$ cat src/rtl/dmem_arb_pkg.sv
// Shared types and constants for the data-memory arbiter: FSM state encoding,
// requester identifiers and the default RAM geometry.
package dmem_arb_pkg;

    localparam int DATA_W = 32;
    localparam int ADDR_W = 8;

    typedef enum logic [1:0] {
        ST_IDLE   = 2'd0,
        ST_ACCESS = 2'd1,
        ST_RDWAIT = 2'd2,
        ST_DONE   = 2'd3
    } state_t;

    typedef enum logic {
        OWN_CPU = 1'b0,
        OWN_IO  = 1'b1
    } owner_t;

endpackage

$ cat src/rtl/rr_arbiter2.sv
// Two-way round-robin picker. A lone request always wins; on a tie the
// requester that was not granted last wins. The last-grant memory only moves
// when i_en is high, so the top can restrict updates to real grants.
module rr_arbiter2
    import dmem_arb_pkg::*;
(
    input  logic       clk,
    input  logic       reset,
    input  logic [1:0] i_req,     // bit 0 = CPU, bit 1 = IO
    input  logic       i_en,
    output logic       o_valid,
    output owner_t     o_owner
);

    owner_t r_last_gnt;

    // Combinational pick from the current requests and the last grant.
    always_comb begin
        o_valid = |i_req;
        o_owner = OWN_CPU;
        if (i_req == 2'b11) begin
            o_owner = (r_last_gnt == OWN_CPU) ? OWN_IO : OWN_CPU;
        end else if (i_req[1]) begin
            o_owner = OWN_IO;
        end
    end

    // Remember who was granted; IO after reset so the CPU wins the first tie.
    always_ff @(posedge clk) begin
        if (reset) begin
            r_last_gnt <= OWN_IO;
        end else if (i_en && o_valid) begin
            r_last_gnt <= o_owner;
        end
    end

endmodule

$ cat src/rtl/dmem_arbiter.sv
// Shares one single-port data RAM between the CPU load/store path and an
// IO / boot-loader master. One access is in flight at a time: the winning
// request is latched in IDLE, driven to the RAM for one cycle, read data is
// captured a cycle later, and a one-cycle done pulse closes the access.
module dmem_arbiter
    import dmem_arb_pkg::*;
#(
    parameter int DATA_WIDTH = DATA_W,
    parameter int ADDR_WIDTH = ADDR_W
) (
    input  logic                  clk,
    input  logic                  reset,
    // CPU requester
    input  logic                  cpu_req,
    input  logic                  cpu_we,
    input  logic [ADDR_WIDTH-1:0] cpu_addr,
    input  logic [DATA_WIDTH-1:0] cpu_wdata,
    output logic [DATA_WIDTH-1:0] cpu_rdata,
    output logic                  cpu_done,
    output logic                  cpu_stall,
    // IO requester
    input  logic                  io_req,
    input  logic                  io_we,
    input  logic [ADDR_WIDTH-1:0] io_addr,
    input  logic [DATA_WIDTH-1:0] io_wdata,
    output logic [DATA_WIDTH-1:0] io_rdata,
    output logic                  io_done,
    // RAM side
    output logic [ADDR_WIDTH-1:0] mem_addr,
    output logic [DATA_WIDTH-1:0] mem_wdata,
    output logic                  mem_we,
    output logic                  mem_re,
    input  logic [DATA_WIDTH-1:0] mem_rdata
);

    state_t                r_state;
    state_t                w_state_next;
    owner_t                r_owner;
    logic                  r_we;
    logic [ADDR_WIDTH-1:0] r_addr;
    logic [DATA_WIDTH-1:0] r_wdata;
    logic [DATA_WIDTH-1:0] r_cpu_rdata;
    logic [DATA_WIDTH-1:0] r_io_rdata;

    logic                  w_grant_en;
    logic                  w_gnt_valid;
    owner_t                w_gnt_owner;
    logic                  w_sel_we;
    logic [ADDR_WIDTH-1:0] w_sel_addr;
    logic [DATA_WIDTH-1:0] w_sel_wdata;

    assign w_grant_en = (r_state == ST_IDLE);

    rr_arbiter2 u_arb (
        .clk     (clk),
        .reset   (reset),
        .i_req   ({io_req, cpu_req}),
        .i_en    (w_grant_en),
        .o_valid (w_gnt_valid),
        .o_owner (w_gnt_owner)
    );

    // Route the winning requester's command toward the latch.
    always_comb begin
        w_sel_we    = cpu_we;
        w_sel_addr  = cpu_addr;
        w_sel_wdata = cpu_wdata;
        if (w_gnt_owner == OWN_IO) begin
            w_sel_we    = io_we;
            w_sel_addr  = io_addr;
            w_sel_wdata = io_wdata;
        end
    end

    // FSM state register.
    always_ff @(posedge clk) begin
        if (reset) begin
            r_state <= ST_IDLE;
        end else begin
            r_state <= w_state_next;
        end
    end

    // Next-state logic and RAM/done strobe decode. Strobes are masked while
    // reset is high so an abandoned access never writes the RAM or completes.
    always_comb begin
        w_state_next = r_state;
        mem_we       = 1'b0;
        mem_re       = 1'b0;
        cpu_done     = 1'b0;
        io_done      = 1'b0;
        case (r_state)
            ST_IDLE: begin
                if (w_gnt_valid) begin
                    w_state_next = ST_ACCESS;
                end
            end
            ST_ACCESS: begin
                mem_we       = r_we & ~reset;
                mem_re       = ~r_we & ~reset;
                w_state_next = r_we ? ST_DONE : ST_RDWAIT;
            end
            ST_RDWAIT: begin
                w_state_next = ST_DONE;
            end
            ST_DONE: begin
                cpu_done     = (r_owner == OWN_CPU) & ~reset;
                io_done      = (r_owner == OWN_IO) & ~reset;
                w_state_next = ST_IDLE;
            end
            default: begin
                w_state_next = ST_IDLE;
            end
        endcase
    end

    // Request latch: later changes on the requester's bus are ignored.
    always_ff @(posedge clk) begin
        if (reset) begin
            r_owner <= OWN_CPU;
            r_we    <= 1'b0;
            r_addr  <= '0;
            r_wdata <= '0;
        end else if (w_grant_en && w_gnt_valid) begin
            r_owner <= w_gnt_owner;
            r_we    <= w_sel_we;
            r_addr  <= w_sel_addr;
            r_wdata <= w_sel_wdata;
        end
    end

    // Per-requester read data, captured when the RAM output is valid.
    always_ff @(posedge clk) begin
        if (reset) begin
            r_cpu_rdata <= '0;
            r_io_rdata  <= '0;
        end else if (r_state == ST_RDWAIT) begin
            if (r_owner == OWN_CPU) begin
                r_cpu_rdata <= mem_rdata;
            end else begin
                r_io_rdata <= mem_rdata;
            end
        end
    end

    assign mem_addr  = r_addr;
    assign mem_wdata = r_wdata;
    assign cpu_rdata = r_cpu_rdata;
    assign io_rdata  = r_io_rdata;
    assign cpu_stall = cpu_req & ~cpu_done;

endmodule

$ cat config.mk
export PLATFORM = sky130hd
export DESIGN_NAME = dmem_arbiter
export DESIGN_NICKNAME = d
export VERILOG_FILES = /design/src/rtl/dmem_arb_pkg.sv /design/src/rtl/rr_arbiter2.sv /design/src/rtl/dmem_arbiter.sv
export SDC_FILE = /design/constraint.sdc
export NUM_CORES = 1
export LEC_CHECK = 0
export ABC_AREA = 1
export CAP_MARGIN = 20
export CORE_UTILIZATION = 35
export DETAILED_ROUTE_END_ITERATION = 6
export GPL_TIMING_DRIVEN = 0
export HOLD_SLACK_MARGIN = 0.08
export PLACE_DENSITY_LB_ADDON = 0.25
export SLEW_MARGIN = 20
export SYNTH_ARGS = -nofsm -noshare
export SYNTH_HDL_FRONTEND = slang
export SYNTH_SLANG_ARGS = --single-unit
$ cat constraint.sdc
create_clock -name clk -period 3 [get_ports clk]
set_clock_uncertainty 0.1 [all_clocks]
set_input_delay 0.6 -clock clk [delete_from_list [all_inputs] [get_ports clk]]
set_output_delay 0.6 -clock clk [all_outputs]
set_load 0.02 [all_outputs]
# --- Word level (Yosys, flattened, before mapping) ---
# Cells that the tools add are included.
# Widths: inputs -> output; s select.
op_classes:
  n_eq_ne: 5
  mux: 13
  bitwise_logic: 9
  reduce_logical: 5
ops:
  columns: ["op", "count"]
  rows:
  - ["$mux 32", 1]
  - ["$mux 1", 9]
  - ["$mux 8", 1]
  - ["$pmux 2 s4", 1]
  - ["$eq 2x2->1 const B", 3]
  - ["$and 1x1->1", 5]
  - ["$not 1->1", 4]
  - ["$reduce_and 2->1", 2]
  - ["$eq 2x1->1 const B", 1]
  - ["$logic_not 2->1", 1]
  - ["$mux 2", 1]
  - ["$ne 2x2->1 const B", 1]
  - ["$reduce_or 2->1", 1]
  - ["$logic_and 1x1->1", 1]
word_totals:
  regBits: 109

# --- Longest topological paths before layout ---
# Gate-level depths: netlist (run 1).
depth:
  ltp_word: 5
  depth_mapped: 9
  ltp_nobuf: 7

# --- By module ---
# From an unflattened synthesis (run 1), not the netlist that was laid out.
unflattened:
  hier_cells: 741
  area_unflattened_um2: 4839.6
modules_own_cells:
  columns: ["module", "n_inst", "cells_each", "area_each_um2", "seq_area_each_um2"]
  rows:
  - ["dmem_arbiter", 1, 732, 4779.6, 2162.1]
  - ["rr_arbiter2", 1, 9, 60.1, 20.0]

# --- Worst setup path after synthesis (run 1) ---
# No wires, ideal clock.
synth_timing:
  path_type: "input to output"
  start: "input port reset"
  end: "output port cpu_stall"
  arrival_time_ps: 1378
  required_time_ps: 2300
  path_slack_ps: 922
  path_stages: 2
  n_path_buf: 0
  path_cell_list: "nor3_1 -> nor2_1"
synth_between:
  elab_chain_len: 5
synth_rtl:
  columns: ["element", "line", "text"]
  rows:
  - ["from (decl)", "dmem_arbiter.sv:12", "input logic reset,"]
  - ["$not 1->1", "dmem_arbiter.sv:107", "cpu_done = (r_owner == OWN_CPU) & ~reset;"]
  - ["$and 1x1->1", "dmem_arbiter.sv:107", null]
  - ["$mux 1", "dmem_arbiter.sv:92", "case (r_state)"]
  - ["$not 1->1", "dmem_arbiter.sv:150", "assign cpu_stall = cpu_req & ~cpu_done;"]
  - ["$and 1x1->1", "dmem_arbiter.sv:150", null]
  - ["to (decl)", "dmem_arbiter.sv:20", "output logic cpu_stall,"]
# No other way between the ends.

# --- Final worst setup path (run 1) ---
layout_timing:
  start: "input port reset"
  end: "output port mem_we"
layout_between:
  elab_chain_len: 3
layout_rtl:
  columns: ["element", "line", "text"]
  rows:
  - ["$not 1->1", "dmem_arbiter.sv:99", "mem_we = r_we & ~reset;"]
  - ["$and 1x1->1", "dmem_arbiter.sv:99", null]
  - ["$mux 1", "dmem_arbiter.sv:92", null]
  - ["to (decl)", "dmem_arbiter.sv:31", "output logic mem_we,"]
# No other way between the ends.

==> results.yml, run 1 <==
yosys:
  ys_top_cells_by_area: "dfxtp_1 48%, nor2_1 21%, o21ai_0 9.2%, nand2_1 7.7%, inv_1 4.2%"
  synth-edff-count: 0
  yosysTopAreaCellShare: 0.4789
  synthMuxAreaShare: 0
  synth_cells: 671
  yosysMostFrequentCell: "nor2_1"
  synth_compound_area_frac: 0.1203
  synthFlopType: "dfxtp_1"
  netlist_area_um2: 4557
  synth_top_area_cell: "dfxtp_1"
  synthAdderAreaFrac: 0.01373
  synth-simple-area-share: 0.2965
  synth_xor_area_frac: 0
  synth_commonest_cells: "253 x nor2_1, 109 x dfxtp_1, 94 x nand2_1, 84 x o21ai_0, 51 x inv_1"
  syn_nets: 794
  yosys.cell_types.count: 18
  synth_seq_cells: 109
  yosys_warnings: 0
  syn_avg_cell_area_um2: 6.791
  async_flop_share: 0
  synth_top_family_by_area: "simple AND/OR/NAND/NOR gates"
  synth-seq-area-share: 0.4789
pwr:
  vdd_ir_drop_max_mv: 0.3999
  power_density_nw_per_um2: 799.4
  p_leak_nw: 3.122
grt:
  grt_pass1_vias: 4302
  gr-usage-all-layers: 0.1991
  grt_max_degree: 16
  overflow: 0
  antenna_found_initial: 0
  grt_pass1_wl_um: 20640
worst_setup_path:
  crit_path_cell_trace: "dlygate4sd2_1 > inv_4 > buf_2 > buf_2 > nand2_1 > nor2_1 > clkdlybuf4s15_2"
  start_kind: "input pin"
  crit_top_cell: "buf_2"
  cp_data_arrival_time_ns: 2.04
  crit_path_max_fanout: 10
  endpoint_kind: "output pin"
  critical_path_class: "in2out"
  slowest_stage: "dlygate4sd2_1"
  cp.required_ns: 2.30
  slowest_delay_ns: 0.33
clock_network:
  cts_buffer_depth: 2
  cts-resized-gates: 5
  post_cts_buffers: 0
  clk_latency_ns: 0.34
  cts_sinks: 109
  htreeDepth: 3
  hold_buffers: 0
  clkTransAtPathRegs_ns: 0.06
  cts_buffers: 9
  root_buffer: "clkbuf_16"
  cts_tree: "yes"
final_layout:
  multi_input_area_um2: 1962
  fin_util: 0.5765
  antenna_cells: 0
  postLayoutCellArea_um2: 7305
  register_area_um2: 2182
  layout-drive-gt1-share: 0.04720
  area_delta_synth_final_pct: 60.30
  nNetsFinal: 1031
  fillers: 1246
sta:
  rsz0062_at_grt: "false"
  setup_violations: 0
  finalMaxSlewViolations: 0
  max_slew_margin: 0.7184
  max_freq_mhz: 365.1
  fin_crit_sh: 0.9129
  hold_viol: 0
  worstMarginPinSlew_ns: 0.4224
  min_period_ns: 2.739
  whs_ns: 0.3800
placement:
  port_buffers: 226
  dpl_cell_area_um2: 7034
  gp_congestion: 0.7634
  dpl.hpwl_um: 10180
detailed_routing:
  via_per_inst: 4.352
  drcViolationCount: 0
  drtPass1Iterations: 4
  wire_per_inst_um: 12.14
  dr_total_vias: 4713
  totalWireLength_um: 13140
  ant_nets: 0
  first_iter_violations: 261
floorplanning:
  die_x_um: 116.1
  ios: 227
  rows: 41
  die_area_um2: 13480
  die_h_um: 116.1
  initial_utilization: 0.3596
  core_area_um2: 12670
outcome:
  outcome: "complete, no violations"
min_path:
  hold_class: "reg2reg"
job:
  maxCapViolations: 0
## critical path: cells and delay by family
kind                   cells  cell delay (ns)
AND/OR/NAND/NOR            2             0.19
buffers and inverters      5             1.24
## cell usage in the layout, fill, tap and decap left out, types with 2 or more instances in the layout
master and instances:
buf_4 4, nor2_2 2, clkbuf_1 16, buf_6 4, buf_2 18, ha_1 5, clkdlybuf4s50_1 224, a21oi_1 3
clkbuf_16 9, nand2_1 94, dfxtp_1 109, nor3_1 3, inv_1 51, clkbuf_8 2, o21ai_0 84, o21ai_1 21
nand3_1 3, nor2_1 253
## stage by stage
step / setup WS [ns] / cells / TNS [ns] / power [mW]
4_1_cts: 0.2239 / 1083 / 0 / 5.906
2_1_floorplan: 0.9217 / 671 / 0 / 3.588
6_report: 0.2613 / 1083 / 0 / 5.839
5_1_grt: 0.09996 / 1083 / 0 / 6.244
3_5_place_dp: -0.4336 / 1069 / -0.4336 / 4.786
3_3_place_gp: -0.4073 / 1069 / -0.4073 / 4.763
## layout make-up
type | count | share of cell area
Buffer | 40 | 0.02980
Clock buffer | 13 | 0.03563
Clock inverter | 1 | 0.001028
Inverter | 52 | 0.02706
Multi-Input combinational cell | 470 | 0.2686
Sequential cell | 109 | 0.2987
Tap cell | 172 | 0.02946
Timing Repair Buffer | 226 | 0.3097
## flip-flops by register name, indices dropped and copies added, names as in the netlist
| register | flops |
|---|---|
| cpu_rdata | 32 |
| io_rdata | 32 |
| u_arb.r_last_gnt | 1 |
| mem_addr | 8 |
| r_we | 1 |
| mem_wdata | 32 |
| r_owner | 1 |
| r_state | 2 |
## worst paths after layout
kind	startpoint	end	slack (ns)	depth (start not counted)
min	cpu_rdata[13]$_SDFFE_PP0P_	cpu_rdata[13]$_SDFFE_PP0P_	0.38	2
max reg2reg	r_state[0]$_SDFFE_PP0P_	cpu_rdata[16]$_SDFFE_PP0P_	1.26	6
max	reset	mem_we	0.26	7
min reg2reg	cpu_rdata[13]$_SDFFE_PP0P_	cpu_rdata[13]$_SDFFE_PP0P_	0.38	2
## metal layers
metal / vias up / part of all wire / GRT usage
met4: 0 / 0.029 / 0.1026
li1: 2536 / - / -
met2: 156 / 0.46 / 0.3353
met3: 26 / 0.086 / 0.07058
met1: 1995 / 0.42 / 0.2220
met5: - / 0 / 0
## kinds of logic (layout without fill, tap and decap cells)
group / Yosys count / in the layout
flip-flops: 109 / 109
AO/OA/AOI/OAI: 109 / 109
AND/OR/NAND/NOR: 356 / 356
buffers and inverters: 92 / 332
adder cells (fa/ha/maj): 5 / 5
## power by group
group | switching (mW) | total, mW | internal, mW
Clock | 0.498 | 1.10 | 0.600
Sequential | 0.203 | 2.05 | 1.85
Combinational | 1.47 | 2.69 | 1.22
Total | 2.17 | 5.84 | 3.67
Note: power is estimated with default switching activity, not from simulation.
==> run 2: changes to the inputs <==
- CAP_MARGIN: 20 -> not set
==> results of run 2 <==
Same layout as run 1: the final DEF is identical, and so are final timing and power.
==> run 3: changes to the inputs <==
- CORE_UTILIZATION: 35 -> 40
==> run 3 against run 2 <==
Against the previous run:
- utilization rose by 8.6 points
- sequential power hardly changed
- via count up 0.62%
- highest routed layer unchanged
==> results.yml, run 3 (synthesized netlist as in run 1, its figures left out) <==
detailed_routing:
  drtPass1Iterations: 4
  dr_total_vias: 4742
  first_iter_violations: 168
  via_per_inst: 4.503
  wire_per_inst_um: 12.22
  ant_nets: 0
  drcViolationCount: 0
  totalWireLength_um: 12870
worst_setup_path:
  endpoint_kind: "output pin"
  cp_data_arrival_time_ns: 2.20
  slowest_stage: "clkdlybuf4s50_1"
  crit_path_max_fanout: 7
  crit_path_cell_trace: "clkdlybuf4s50_1 > nor3_1 > clkdlybuf4s50_1"
  start_kind: "input pin"
  critical_path_class: "in2out"
  cp.required_ns: 2.30
  crit_top_cell: "clkdlybuf4s50_1"
  slowest_delay_ns: 0.69
floorplanning:
  die_area_um2: 11820
  rows: 38
  die_x_um: 108.7
  ios: 227
  core_area_um2: 10980
  initial_utilization: 0.4149
  die_h_um: 108.7
final_layout:
  area_delta_synth_final_pct: 59.77
  final_common_cell: "nor2_1"
  nNetsFinal: 1031
  layout-drive-gt1-share: 0.04929
  postLayoutCellArea_um2: 7281
  most-common-layout-cells: "253 x nor2_1, 225 x clkdlybuf4s50_1, 109 x dfxtp_1"
  antenna_cells: 0
placement:
  dpl.hpwl_um: 9854
  dpl_cell_area_um2: 6994
  dp_slack_ns: -0.4274
  port_buffers: 226
  gp_congestion: 0.7964
sta:
  worstMarginPinSlew_ns: 0.4126
  rsz0062_at_grt: "false"
  max_freq_mhz: 344.7
  hold_viol: 0
  max_slew_margin: 0.7249
  min_period_ns: 2.901
  whs_ns: 0.3731
  finalMaxSlewViolations: 0
  fin_crit_sh: 0.9670
  setup_violations: 0
  postLayoutSetupSlackWorst_ns: 0.09901
pwr:
  power_mw: 5.888
  p_leak_nw: 3.134
  power_density_nw_per_um2: 808.7
  vdd_ir_drop_max_mv: 0.4306
grt:
  gr-usage-all-layers: 0.2200
  grt_pass1_vias: 4470
  grt_pass1_wl_um: 20610
  overflow: 0
  grt_max_degree: 20
  antenna_found_initial: 0
clock_network:
  cts_sinks: 109
  htreeDepth: 3
  cts_buffer_depth: 2
  root_buffer: "clkbuf_16"
  cts_tree: "yes"
  clkTransAtPathRegs_ns: 0.07
  clk_latency_ns: 0.34
  cts_buffers: 9
  hold_buffers: 0
job:
  maxCapViolations: 0
outcome:
  outcome: "complete, no violations"
min_path:
  hold_class: "reg2reg"
## run 3: repair_timing
| action | 4_1_cts | 5_1_grt |
|---|---|---|
| resized for setup | 2 | 0 |
| endpoints found under the setup margin | 1 | 0 |
| buffers inserted | 1 | 0 |
## run 3: path summary, 6_finish.rpt
check                                                   start                       endpoint  slack, ns  cells past startpoint
worst max-delay path                                    reset                       cpu_done        0.1                      3
worst min-delay path            u_arb.r_last_gnt$_SDFFE_PP1P_  u_arb.r_last_gnt$_SDFFE_PP1P_       0.37                      2
worst max register to register        r_state[0]$_SDFFE_PP0P_     cpu_rdata[30]$_SDFFE_PP0P_       1.29                      6
worst min register to register  u_arb.r_last_gnt$_SDFFE_PP1P_  u_arb.r_last_gnt$_SDFFE_PP1P_       0.37                      2
## run 3: area by class of cell
type                    instances  area [µm²]
clock buffers                  10       229.0
flip-flops and latches        109        2182
inverters                      52       197.7
repair buffers                227        2268
multi-input cells             470        1962
clock inverters                 6       53.80
fillers                       996        3702
plain buffers                  39       212.7
well taps                     140       175.2
## run 3: metal layers
metal	part of all wire	up-vias	wire [µm]	global-route usage
li1	-	2529	-	-
met1	0.44	2045	5630	0.2638
met2	0.47	150	6041	0.3784
met3	0.075	18	967	0.06336
met4	0.018	0	230	0.06757
met5	0	-	0	0
## run 3: through the flow
step | setup TNS [ns] | util | std cells
final | 0 | 0.6629 | 1053
after global placement | -0.4222 | 0.6368 | 1037
after detailed placement | -0.4274 | 0.6368 | 1037
after global routing | 0 | 0.6629 | 1053
after floorplan | 0 | - | 671
after CTS | 0 | 0.6629 | 1053
## run 3: critical path, delay by kind of cell
kind          cells  cell delay [ns]
simple gates      1             0.34
buf+inv           2             1.26
## run 3: where the power goes
part | switching (mW) | internal (mW)
Sequential | 0.206 | 1.85
Clock | 0.563 | 0.581
Combinational | 1.47 | 1.23
